## src/rtl/an_dec_sched.sv

```systemverilog
// ---------------------------------------------------------------------------
// an_dec_sched
//   Shares one AN-code (A = 50861) single-error-correcting decoder among
//   NREQ requesters. A job is accepted from the arbitration winner, the
//   decoder is given a one-cycle clean reset, and the decoder input is then
//   held stable. The block waits for the decoder's found pulse or a timeout
//   and returns the quotient tagged with the requester index.
//
//   Build option: define AN_SCHED_RR_EN for round-robin arbitration.
//   Without it, arbitration is fixed priority (lowest index wins) and no
//   priority pointer register exists.
//
// Ports
//   clk          in   sole clock, rising edge
//   rst          in   synchronous active-high reset
//   req_valid    in   [NREQ]          per-requester request
//   req_w        in   [NREQ*W_BITS]   codewords, requester i at [i*W_BITS +: W_BITS]
//   req_ready    out  [NREQ]          one-hot grant (combinational, IDLE only)
//   resp_valid   out                  result available
//   resp_ready   in                   consumer accepts result
//   resp_n       out  [N_BITS]        decoded quotient (0 on timeout)
//   resp_id      out  [ID_BITS]       owning requester index
//   resp_timeout out                  job abandoned after TIMEOUT WAIT cycles
//   dec_rst_n    out                  active-low decoder reset (high only in WAIT)
//   dec_w        out  [W_BITS]        codeword driven to the decoder
//   dec_found    in                   decoder done pulse
//   dec_n        in   [N_BITS]        decoder result, valid with dec_found
// ---------------------------------------------------------------------------
module an_dec_sched #(
  parameter int NREQ    = 4,
  parameter int W_BITS  = 69,
  parameter int N_BITS  = 53,
  parameter int ID_BITS = 2,
  parameter int TIMEOUT = 1024
) (
  input  logic                     clk,
  input  logic                     rst,
  input  logic [NREQ-1:0]          req_valid,
  input  logic [NREQ*W_BITS-1:0]   req_w,
  output logic [NREQ-1:0]          req_ready,
  output logic                     resp_valid,
  input  logic                     resp_ready,
  output logic [N_BITS-1:0]        resp_n,
  output logic [ID_BITS-1:0]       resp_id,
  output logic                     resp_timeout,
  output logic                     dec_rst_n,
  output logic [W_BITS-1:0]        dec_w,
  input  logic                     dec_found,
  input  logic [N_BITS-1:0]        dec_n
);

  localparam int CNT_BITS = $clog2(TIMEOUT);

  typedef enum logic [1:0] {
    S_IDLE   = 2'd0,
    S_LAUNCH = 2'd1,
    S_WAIT   = 2'd2,
    S_RESP   = 2'd3
  } state_t;

  state_t              r_state;
  logic [CNT_BITS-1:0] r_cnt;
  logic                r_resp_valid;
  logic [N_BITS-1:0]   r_resp_n;
  logic [ID_BITS-1:0]  r_resp_id;
  logic                r_resp_timeout;
  logic                r_dec_rst_n;
  logic [W_BITS-1:0]   r_dec_w;

  logic [ID_BITS-1:0]  w_base;
  logic [2*NREQ-1:0]   w_rot2;
  logic [NREQ-1:0]     w_grant;
  logic [ID_BITS-1:0]  w_grant_id;
  logic                w_any;
  int                  w_sum;
  logic                w_hs;

`ifdef AN_SCHED_RR_EN
  logic [ID_BITS-1:0]  r_ptr;
  assign w_base = r_ptr;
`else
  assign w_base = '0;
`endif

  // Arbitration: rotate the request vector so the highest-priority index
  // lands at bit 0, take the first set bit, then map back to the real index.
  always_comb begin
    w_rot2     = {req_valid, req_valid} >> w_base;
    w_any      = 1'b0;
    w_grant_id = '0;
    w_sum      = 0;
    for (int k = 0; k < NREQ; k++) begin
      if (!w_any && w_rot2[k]) begin
        w_any = 1'b1;
        w_sum = int'(w_base) + k;
        if (w_sum >= NREQ) begin
          w_sum = w_sum - NREQ;
        end else begin
          w_sum = w_sum;
        end
        w_grant_id = ID_BITS'(w_sum);
      end else begin
        w_any = w_any;
      end
    end
    if (w_any) begin
      w_grant = {{(NREQ-1){1'b0}}, 1'b1} << w_grant_id;
    end else begin
      w_grant = '0;
    end
  end

  // Grants are only offered in IDLE and are suppressed while rst is high.
  assign req_ready = (r_state == S_IDLE && !rst) ? w_grant : '0;
  assign w_hs      = |req_ready;

  // Main job FSM with all outputs registered.
  always_ff @(posedge clk) begin
    if (rst) begin
      r_state        <= S_IDLE;
      r_cnt          <= '0;
      r_resp_valid   <= 1'b0;
      r_resp_n       <= '0;
      r_resp_id      <= '0;
      r_resp_timeout <= 1'b0;
      r_dec_rst_n    <= 1'b0;
      r_dec_w        <= '0;
`ifdef AN_SCHED_RR_EN
      r_ptr          <= '0;
`endif
    end else begin
      case (r_state)
        S_IDLE: begin
          if (w_hs) begin
            r_dec_w   <= req_w[w_grant_id*W_BITS +: W_BITS];
            r_resp_id <= w_grant_id;
`ifdef AN_SCHED_RR_EN
            r_ptr     <= (w_grant_id == ID_BITS'(NREQ-1)) ? '0 : w_grant_id + ID_BITS'(1);
`endif
            r_state   <= S_LAUNCH;
          end else begin
            r_state   <= S_IDLE;
          end
        end
        // One cycle of decoder reset flushes any stale iteration; found is
        // ignored here.
        S_LAUNCH: begin
          r_cnt       <= '0;
          r_dec_rst_n <= 1'b1;
          r_state     <= S_WAIT;
        end
        // found wins over a coincident timeout.
        S_WAIT: begin
          if (dec_found) begin
            r_resp_n       <= dec_n;
            r_resp_timeout <= 1'b0;
            r_resp_valid   <= 1'b1;
            r_dec_rst_n    <= 1'b0;
            r_state        <= S_RESP;
          end else if (r_cnt == CNT_BITS'(TIMEOUT-1)) begin
            r_resp_n       <= '0;
            r_resp_timeout <= 1'b1;
            r_resp_valid   <= 1'b1;
            r_dec_rst_n    <= 1'b0;
            r_state        <= S_RESP;
          end else begin
            r_cnt          <= r_cnt + CNT_BITS'(1);
          end
        end
        S_RESP: begin
          if (resp_ready) begin
            r_resp_valid <= 1'b0;
            r_state      <= S_IDLE;
          end else begin
            r_state      <= S_RESP;
          end
        end
        default: begin
          r_state      <= S_IDLE;
          r_resp_valid <= 1'b0;
          r_dec_rst_n  <= 1'b0;
        end
      endcase
    end
  end

  assign resp_valid   = r_resp_valid;
  assign resp_n       = r_resp_n;
  assign resp_id      = r_resp_id;
  assign resp_timeout = r_resp_timeout;
  assign dec_rst_n    = r_dec_rst_n;
  assign dec_w        = r_dec_w;

endmodule

```

## config.mk

```make
export PLATFORM = sky130hd
export DESIGN_NAME = an_dec_sched
export DESIGN_NICKNAME = d
export VERILOG_FILES = /design/src/rtl/an_dec_sched.sv
export SDC_FILE = /design/constraint.sdc
export NUM_CORES = 1
export LEC_CHECK = 0
export ABC_AREA = 1
export CORE_AREA = 2 2 180 182
export DETAILED_ROUTE_END_ITERATION = 16
export DIE_AREA = 0 0 182 184
export MAX_ROUTING_LAYER = met4
export PLACE_DENSITY_LB_ADDON = 0.25
export SYNTH_ARGS = -nofsm -noshare
export SYNTH_HDL_FRONTEND = slang
export SYNTH_SLANG_ARGS = --single-unit
```

## constraint.sdc

```tcl
create_clock -name clk -period 3 [get_ports clk]
set_clock_uncertainty 0.05 [all_clocks]
set_input_delay 0.6 -clock clk [delete_from_list [all_inputs] [get_ports clk]]
set_output_delay 0.6 -clock clk [all_outputs]
set_load 0.05 [all_outputs]
```

Yosys cells after proc, flatten, opt, wreduce, memory -nomap -nowiden
Index checks and enable logic that the tools add are counted.
{ "totals": {"register_bits": 139, "latchBits": 0, "ram_bits": 0, "mem_bits_ro": 0, "input_bits": 337, "output_inout_bits": 131, "word_cells": 65, "memories": 0} }
{ "classes": {"addsub": 1, "mul": 1, "n_div": 0, "order_cmp": 0, "n_eq_ne": 8, "shifts": 2, "n_mux": 27, "bitwise_logic": 0, "n_reduce_logical": 18} }
{ "ops": {"columns": ["op", "count"], "rows": [
  ["$shiftx 276x10->69", 1],
  ["$mux 53", 2],
  ["$mux 10", 2],
  ["$pmux 10 s2", 1],
  ["$mux 1", 12],
  ["$add 10x1->10 const B", 1],
  ["$eq 10x10->1 const B", 1],
  ["$mux 2", 5],
  ["$mul 2x7->9 const B", 1],
  ["$mux 4", 2],
  ["$pmux 2 s4", 1],
  ["$ne 2x2->1 const B", 3],
  ["$reduce_and 2->1", 3],
  ["$reduce_and 3->1", 2],
  ["$reduce_bool 2->1", 3],
  ["$eq 2x2->1 const B", 2],
  ["$logic_and 1x1->1", 4],
  ["$logic_not 1->1", 4],
  ["$pmux 1 s2", 2],
  ["$reduce_or 4->1", 1],
  ["$shl 1x2->4 const A", 1],
  ["$ne 3x3->1 const B", 1],
  ["$eq 2x1->1 const B", 1],
  ["$logic_not 2->1", 1]
]} }

Depth between registers and ports, before layout
Gate-level depths: netlist of the first run.
{ "logic_depth": {"word_depth": 16, "mapped_depth": 10} }

Worst setup path after synthesis of the first run
OpenSTA, ideal clock, no wires.
{ "synth_path": {"path_type": "input to output", "start": "in rst", "end": "out req_ready[2]", "t_arrival_ps": 1980, "t_required_ps": 2350, "path_slack_ps": 370, "path_stages": 4, "path_buffers": 1, "cell_sequence": "buf_4 clkinv_2 nand3_4 nor3_1"} }
{ "synth_between": {"elab_chain_cells": 3} }
{ "synth_lines": {"columns": ["element", "line_no", "source"], "rows": [
  ["from (decl)", "37", "input logic rst,"],
  ["$logic_not 1->1", "114", "assign req_ready = (r_state == S_IDLE && !rst) ? w_grant : '0;"],
  ["$logic_and 1x1->1", "114", null],
  ["$mux 4", "114", null],
  ["to (decl)", "40", "output logic [NREQ-1:0] req_ready,"]
]} }
No other way between the ends.

Worst setup path in the final report of the first run
{ "layout_path": {"start": "in req_valid[1]", "end": "out req_ready[2]"} }
{ "layout_between": {"elab_chain_cells": 11} }
{ "layout_lines": {"columns": ["element", "line_no", "source"], "rows": [
  ["from (decl)", "38", "input logic [NREQ-1:0] req_valid,"],
  ["$logic_and 1x1->1 *", "93", "if (!w_any && w_rot2[k]) begin"],
  ["$mux 1", "93", null],
  ["$logic_not 1->1", "93", null],
  ["$logic_and 1x1->1", "93", null],
  ["$mux 1", "93", null],
  ["$logic_not 1->1", "93", null],
  ["$logic_and 1x1->1", "93", null],
  ["$mux 2", "93", null],
  ["$shl 1x2->4", "107", "w_grant = {{(NREQ-1){1'b0}}, 1'b1} << w_grant_id;"],
  ["$mux 4 *", "106", "if (w_any) begin"],
  ["$mux 4 *", "114", null]
]} }
Every way passes the cells marked *; elsewhere a longest branch is shown, timed or not.

==> metrics.md, run 1 <==
| Metric | Value |
|---|---|
| Fin Setup TNS | 0 ns |
| DR iter-0 viols | 410 |
| CP Launch Type | primary input |
| CTS tree | done |
| Die ar. | 33,500 um^2 |
| Routed wire per std cell | 15.7 um |
| Status | finished, final reports clean |
| Synth area leaders | dfxtp_1, nand3_1, nand2_1, inv_1, nor2_1 |
| Post-Synthesis Cell Area | 8810 um^2 |
| # placed instances | 2,285 |
| Initial Util | 28.1% |
| Critical path data arrival time | 1.93 ns |
| Die height | 184 um |
| Setup Buffers After CTS | 0 |
| Most frequent cell after synthesis | nand2_1 |
| Final min period | 2.58 ns |
| Largest net degree at the start of global routing | 135 |
| CTS max path bufs | 2 |
| Final Util | 46.1% |
| Top cells by count, synth | nand2_1, inv_1, nand3_1 |
| Worst Max-Slew Pin Slew | 0.662 ns |
| CP required | 2.35 ns |
| Core ar. | 31,400 um^2 |
| Register area share after synthesis | 31.6% |
| Final Total Pwr | 0.00658 W |
| Via density | 4.55 |
| Fillers | 3,317 |
| Grt total ovfl | 0 |
| TritonCTS Buffers | 17 |
| Area growth from synthesis to layout | 64.4% |
| Pleak | 6.77 nW |
| VDD IR max | 364 uV |
| Post-synth ARST share | 0% |
| Row cnt | 65 |
| Max_slew headroom | 55.7% |
| Distinct cells, synth | 29 |
| H-tree Lvls | 4 |
| Final Cycle Share | 85.9% |
| Register area | 2780 um^2 |
| Multi-input gate area | 4420 um^2 |
| I/O pins | 468 |
| Initial antenna violation count | 4 |
| Final Hold Fails | 0 |
| Detail Route Antenna Nets | 0 |
| RSZ-0062 raised after global routing | false |
| Cts repair resizes | 0 |
| Share of layout cells above drive strength 1 | 4.02% |
| Final setup viols | 0 |
| Clk_lat worst skew | 0.42 ns |
| Number of port buffers | 467 |
| Clock Sinks | 139 |
| Drt drc | 0 |
| Max Clock Freq | 0.388 GHz |
| Ys flop type | dfxtp_1 |
| Avg Cell Area, Syn | 5.91 um^2 |
| Flop2flop setup slack | 0.92 ns |
| Post-synth EDFFs | 0 |
| Fin cells | 2,321 |
| Post-detail-place hpwl | 27,000 um |
| Final #Nets | 2,240 |
| Gr usage total | 21.8% |
| Vias in the first global route | 10.2k |
| Cells after Synth | 1,491 |
| Die Wd | 182 um |
| Drt pass-1 iters | 5 |
| HP Class | reg -> reg |
| Most area-hungry cell type in the Yosys netlist | dfxtp_1 |
| Root Buffer Master | clkbuf_16 |
| Post-cts hold buffer count | 0 |
| Maxcap violations | 0 |
| First-pass GRT wire length | 55,500 um |
| Final Slew Violations | 0 |
| Synth Warn # | 0 |
| Worst Path Max Fanout | 3 |
| Pwr Density | 455 nW/um^2 |
| Worst-path clk slew | 0.07 ns |
| Synth Register Bits | 139 |
| Final wirelength | 36,400 um |
| Setup Crit Path Kind | in -> out |
| Syn_nets | 1,829 |
| Routed via count | 10.6k |
| Placer congestion estimate | 0.866 |
| Top cell type's share of synthesized area | 31.6% |
| Worst Setup End Kind | output pin |
[state kept, by name (all words and copies together), names as in the netlist]
register      count
r_cnt            10
dec_rst_n         1
r_state           2
resp_id           2
dec_w            69
resp_valid        1
resp_n           53
resp_timeout      1
[stage by stage]
step	setup WS [ns]	area [um^2]	hold WS, ns
5_1_grt	0.346	14500	0.424
2_1_floorplan	0.370	8810	0.381
3_5_place_dp	0.404	13900	0.402
6_report	0.424	14500	0.411
4_1_cts	0.407	14500	0.415
3_3_place_gp	0.446	13900	0.398
[area by class of cell]
class	count	area share [%]
clock inverters	15	1.22
clock buffers	17	2.94
multi-input cells	955	30.5
flip-flops and latches	139	19.2
inverters	297	7.71
diodes	4	0.0691
well taps	402	3.47
repair buffers	492	34.9
[cells in the final DEF (no fill, tap or decap), types with 4 or more instances in the layout]
cell type and instances:
a21oi_1 66, diode_2 4, nor2_1 158, nand2_1 346
nand3_1 291, inv_1 292, clkinv_8 5, buf_4 14
nand3b_1 70, clkbuf_16 17, buf_12 16, dfxtp_1 139
clkdlybuf4s50_1 462, inv_8 4
[worst paths after layout]
check / from / to / depth (start not counted)
max reg2reg: r_cnt[0] / r_cnt[1] / 8
min: resp_n[27] / resp_n[27] / 2
min reg2reg: resp_n[27] / resp_n[27] / 2
max: req_valid[1] / req_ready[2] / 5
[where the power goes]
group,switching [W],internal [W]
Combinational,0.00133,0.000996
Sequential,0.0000858,0.00200
Clock,0.00104,0.00113
[cell families after synthesis]
logic type	count (synthesis)	share of synthesized area (%)
AO/OA/AOI/OAI	72	4.23
XOR/XNOR	2	0.199
adder cells (fa/ha/maj)	1	0.142
buffers and inverters	397	18.5
flip-flops	139	31.6
AND/OR/NAND/NOR	880	45.3
[layer usage]
metal / track usage, % / vias to the layer above / part of all wire [%]
met5: - / - / 0
met4: 7.74 / 0 / 3.1
met3: 6.50 / 51 / 8.3
met2: 36.4 / 380 / 48
met1: 24.7 / 4756 / 41
li1: - / 5374 / -
[critical path: stages]
cell             delay (ns)
clkdlybuf4s50_1        0.51
nor2_4                 0.23
inv_2                  0.07
nor3_1                 0.33
buf_12                 0.19
Note: power is estimated with default switching activity, not from simulation.
==> inputs of run 2 (changes only) <==
Settings changed: CORE_AREA 2 2 180 182 to 5 5 177 179.
==> metrics.md, run 2 (synthesis gave the netlist of run 1 again) <==
| Metric | Value |
|---|---|
| Status | finished, final reports clean |
| Pwr Density | 468 nW/um^2 (+2.8%) |
| Critical path data arrival time | 1.98 ns (+0.05 ns) |
| Final Slew Violations | 0 (unchanged) |
| Routed via count | 10.6k (+0.39%) |
| Final #Nets | 2,235 (-0.22%) |
| Drt pass-1 iters | 7 (+2) |
| Initial Util | 30.0% (+1.9 points) |
| Final setup viols | 0 (unchanged) |
| Final min period | 2.63 ns (+0.0540 ns) |
| Core ar. | 29,400 um^2 (-6.3%) |
| Fin Setup TNS | 0 ns (unchanged) |
| Worst hold stages | 2 (unchanged) |
| CTS max path bufs | 2 (unchanged) |
| Area growth from synthesis to layout | 64.2% |
| Worst Max-Slew Pin Slew | 0.692 ns (+0.0299 ns) |
| CP Launch Type | primary input |
| Flop2flop setup slack | 0.94 ns (+0.02 ns) |
| Clock Sinks | 139 (unchanged) |
| Routed wire per std cell | 16.3 um (+3.7%) |
| Detail Route Antenna Nets | 0 (unchanged) |
| Max reg flops | 69 (unchanged) |
| R2r endpoint | r_cnt[3] |
| Final Hold Fails | 0 (unchanged) |
| CTS tree | done |
| Placer congestion estimate | 0.882 (+1.9%) |
| Final Cycle Share | 87.7% (+1.8 points) |
| CP Launch Point | req_valid[1] |
| Setup Buffers After CTS | 0 (unchanged) |
| Max Clock Freq | 0.380 GHz (-2.1%) |
| Gr usage total | 21.8% (+0.048 points) |
| Die ar. | 33,500 um^2 (unchanged) |
| Most frequent cells in the layout | clkdlybuf4s50_1, nand2_1, inv_1 |
| Number of port buffers | 467 (unchanged) |
| Die Wd | 182 um (unchanged) |
| Fillers | 2,982 (-10%) |
| HP Class | reg -> reg |
| VDD IR max | 364 uV (-0.12%) |
| Grt total ovfl | 0 (unchanged) |
| Vias in the first global route | 10.3k (+0.58%) |
| Die height | 184 um (unchanged) |
| Drt drc | 0 (unchanged) |
| Post-cts hold buffer count | 0 (unchanged) |
| H-tree Lvls | 4 (unchanged) |
| RSZ-0062 raised after global routing | false |
| Maxcap violations | 0 (unchanged) |
| Hold_ws | 0.410 ns (-0.00120 ns) |
| DR iter-0 viols | 604 (+47%) |
| Initial antenna violation count | 5 (+1) |
| Share of layout cells above drive strength 1 | 3.77% (-0.25 points) |
| CP required | 2.35 ns (about the same) |
| Crit path capture | req_ready[2] |
| Multi-input gate area | 4420 um^2 (unchanged) |
| Via density | 4.60 (+1.1%) |
| Cts repair resizes | 0 (unchanged) |
| Final wirelength | 37,500 um (+2.9%) |
| Clk_lat worst skew | 0.41 ns (about the same) |
| Most common cell after layout, fill and taps aside | clkdlybuf4s50_1 |
| I/O pins | 468 (unchanged) |
| Root Buffer Master | clkbuf_16 |
| Post-detail-place hpwl | 27,900 um (+3.4%) |
| Launching point of the worst reg2reg path | r_cnt[1] |
| Setup Crit Path Kind | in -> out |
| Worst Setup End Kind | output pin |
| First-pass GRT wire length | 56,400 um (+1.6%) |
| Worst-path clk slew | 0.06 ns (about the same) |
| Worst Path Max Fanout | 3 (unchanged) |
| Max_slew headroom | 53.9% (-1.9 points) |
| Pleak | 6.77 nW (about the same) |
| Register area | 2780 um^2 (unchanged) |
| Row cnt | 63 (-3.1%) |
| Register-to-Register Path Depth | 8 (unchanged) |
| TritonCTS Buffers | 17 (unchanged) |
| Largest net degree at the start of global routing | 135 (unchanged) |
[run 2: layout make-up]
type / count / area share (%)
antenna: 4 / 0.0692
multi-input combinational: 955 / 30.5
clock inverter: 15 / 1.51
clock buffer: 17 / 2.94
tap: 390 / 3.38
timing repair buffer: 487 / 34.6
sequential: 139 / 19.3
inverter: 297 / 7.72
[run 2: layer usage]
layer / part of all wire, % / GRT usage (%) / up-vias / wire (um)
met4: 3.0 / 7.96 / 0 / 1110
li1: - / - / 5358 / -
met3: 8.8 / 6.75 / 57 / 3290
met5: 0 / - / - / 0
met2: 48 / 35.1 / 425 / 17800
met1: 41 / 25.8 / 4762 / 15200
[run 2: where the power goes]
part / internal (W) / switching (W) / total [W]
combinational: 0.000975 / 0.00134 / 0.00231
sequential: 0.00200 / 0.0000891 / 0.00209
clock: 0.00137 / 0.000988 / 0.00235
[run 2: per-stage QoR]
stage	setup slack [ns]	instance area, um^2	cells	util (%)	power [W]
6_report	0.370	14500	2304	49.2	0.00676
5_1_grt	0.321	14500	2304	49.2	0.00711
4_1_cts	0.337	14400	2300	49.1	0.00686
3_5_place_dp	0.350	13800	2268	46.9	0.00445
3_3_place_gp	0.371	13800	2268	46.9	0.00444
2_1_floorplan	0.370	8810	1491	-	0.00345
[run 2: worst min-delay path by stage]
| stage | from | endpoint | slack (ns) |
|---|---|---|---|
| after global placement | resp_n[28] | resp_n[28] | 0.40 |
| after detailed placement | resp_n[33] | resp_n[33] | 0.40 |
| final | resp_n[4] | resp_n[4] | 0.41 |
| after floorplan | r_cnt[0] | r_cnt[0] | 0.38 |
| after global routing | r_cnt[0] | r_cnt[0] | 0.43 |
| after CTS | r_cnt[0] | r_cnt[0] | 0.41 |
[run 2: worst max-delay path: stages]
cell             delay (ns)
clkdlybuf4s50_1        0.55
nor2_4                 0.25
inv_2                  0.07
nor3_1                 0.19
buf_4                  0.18
buf_12                 0.13
==> inputs of run 3 (changes only) <==
Settings changed: ABC_CLOCK_PERIOD_IN_PS set to 3000.
==> results of run 3 <==
The final DEF is identical to that of run 2; final timing and power are the same.
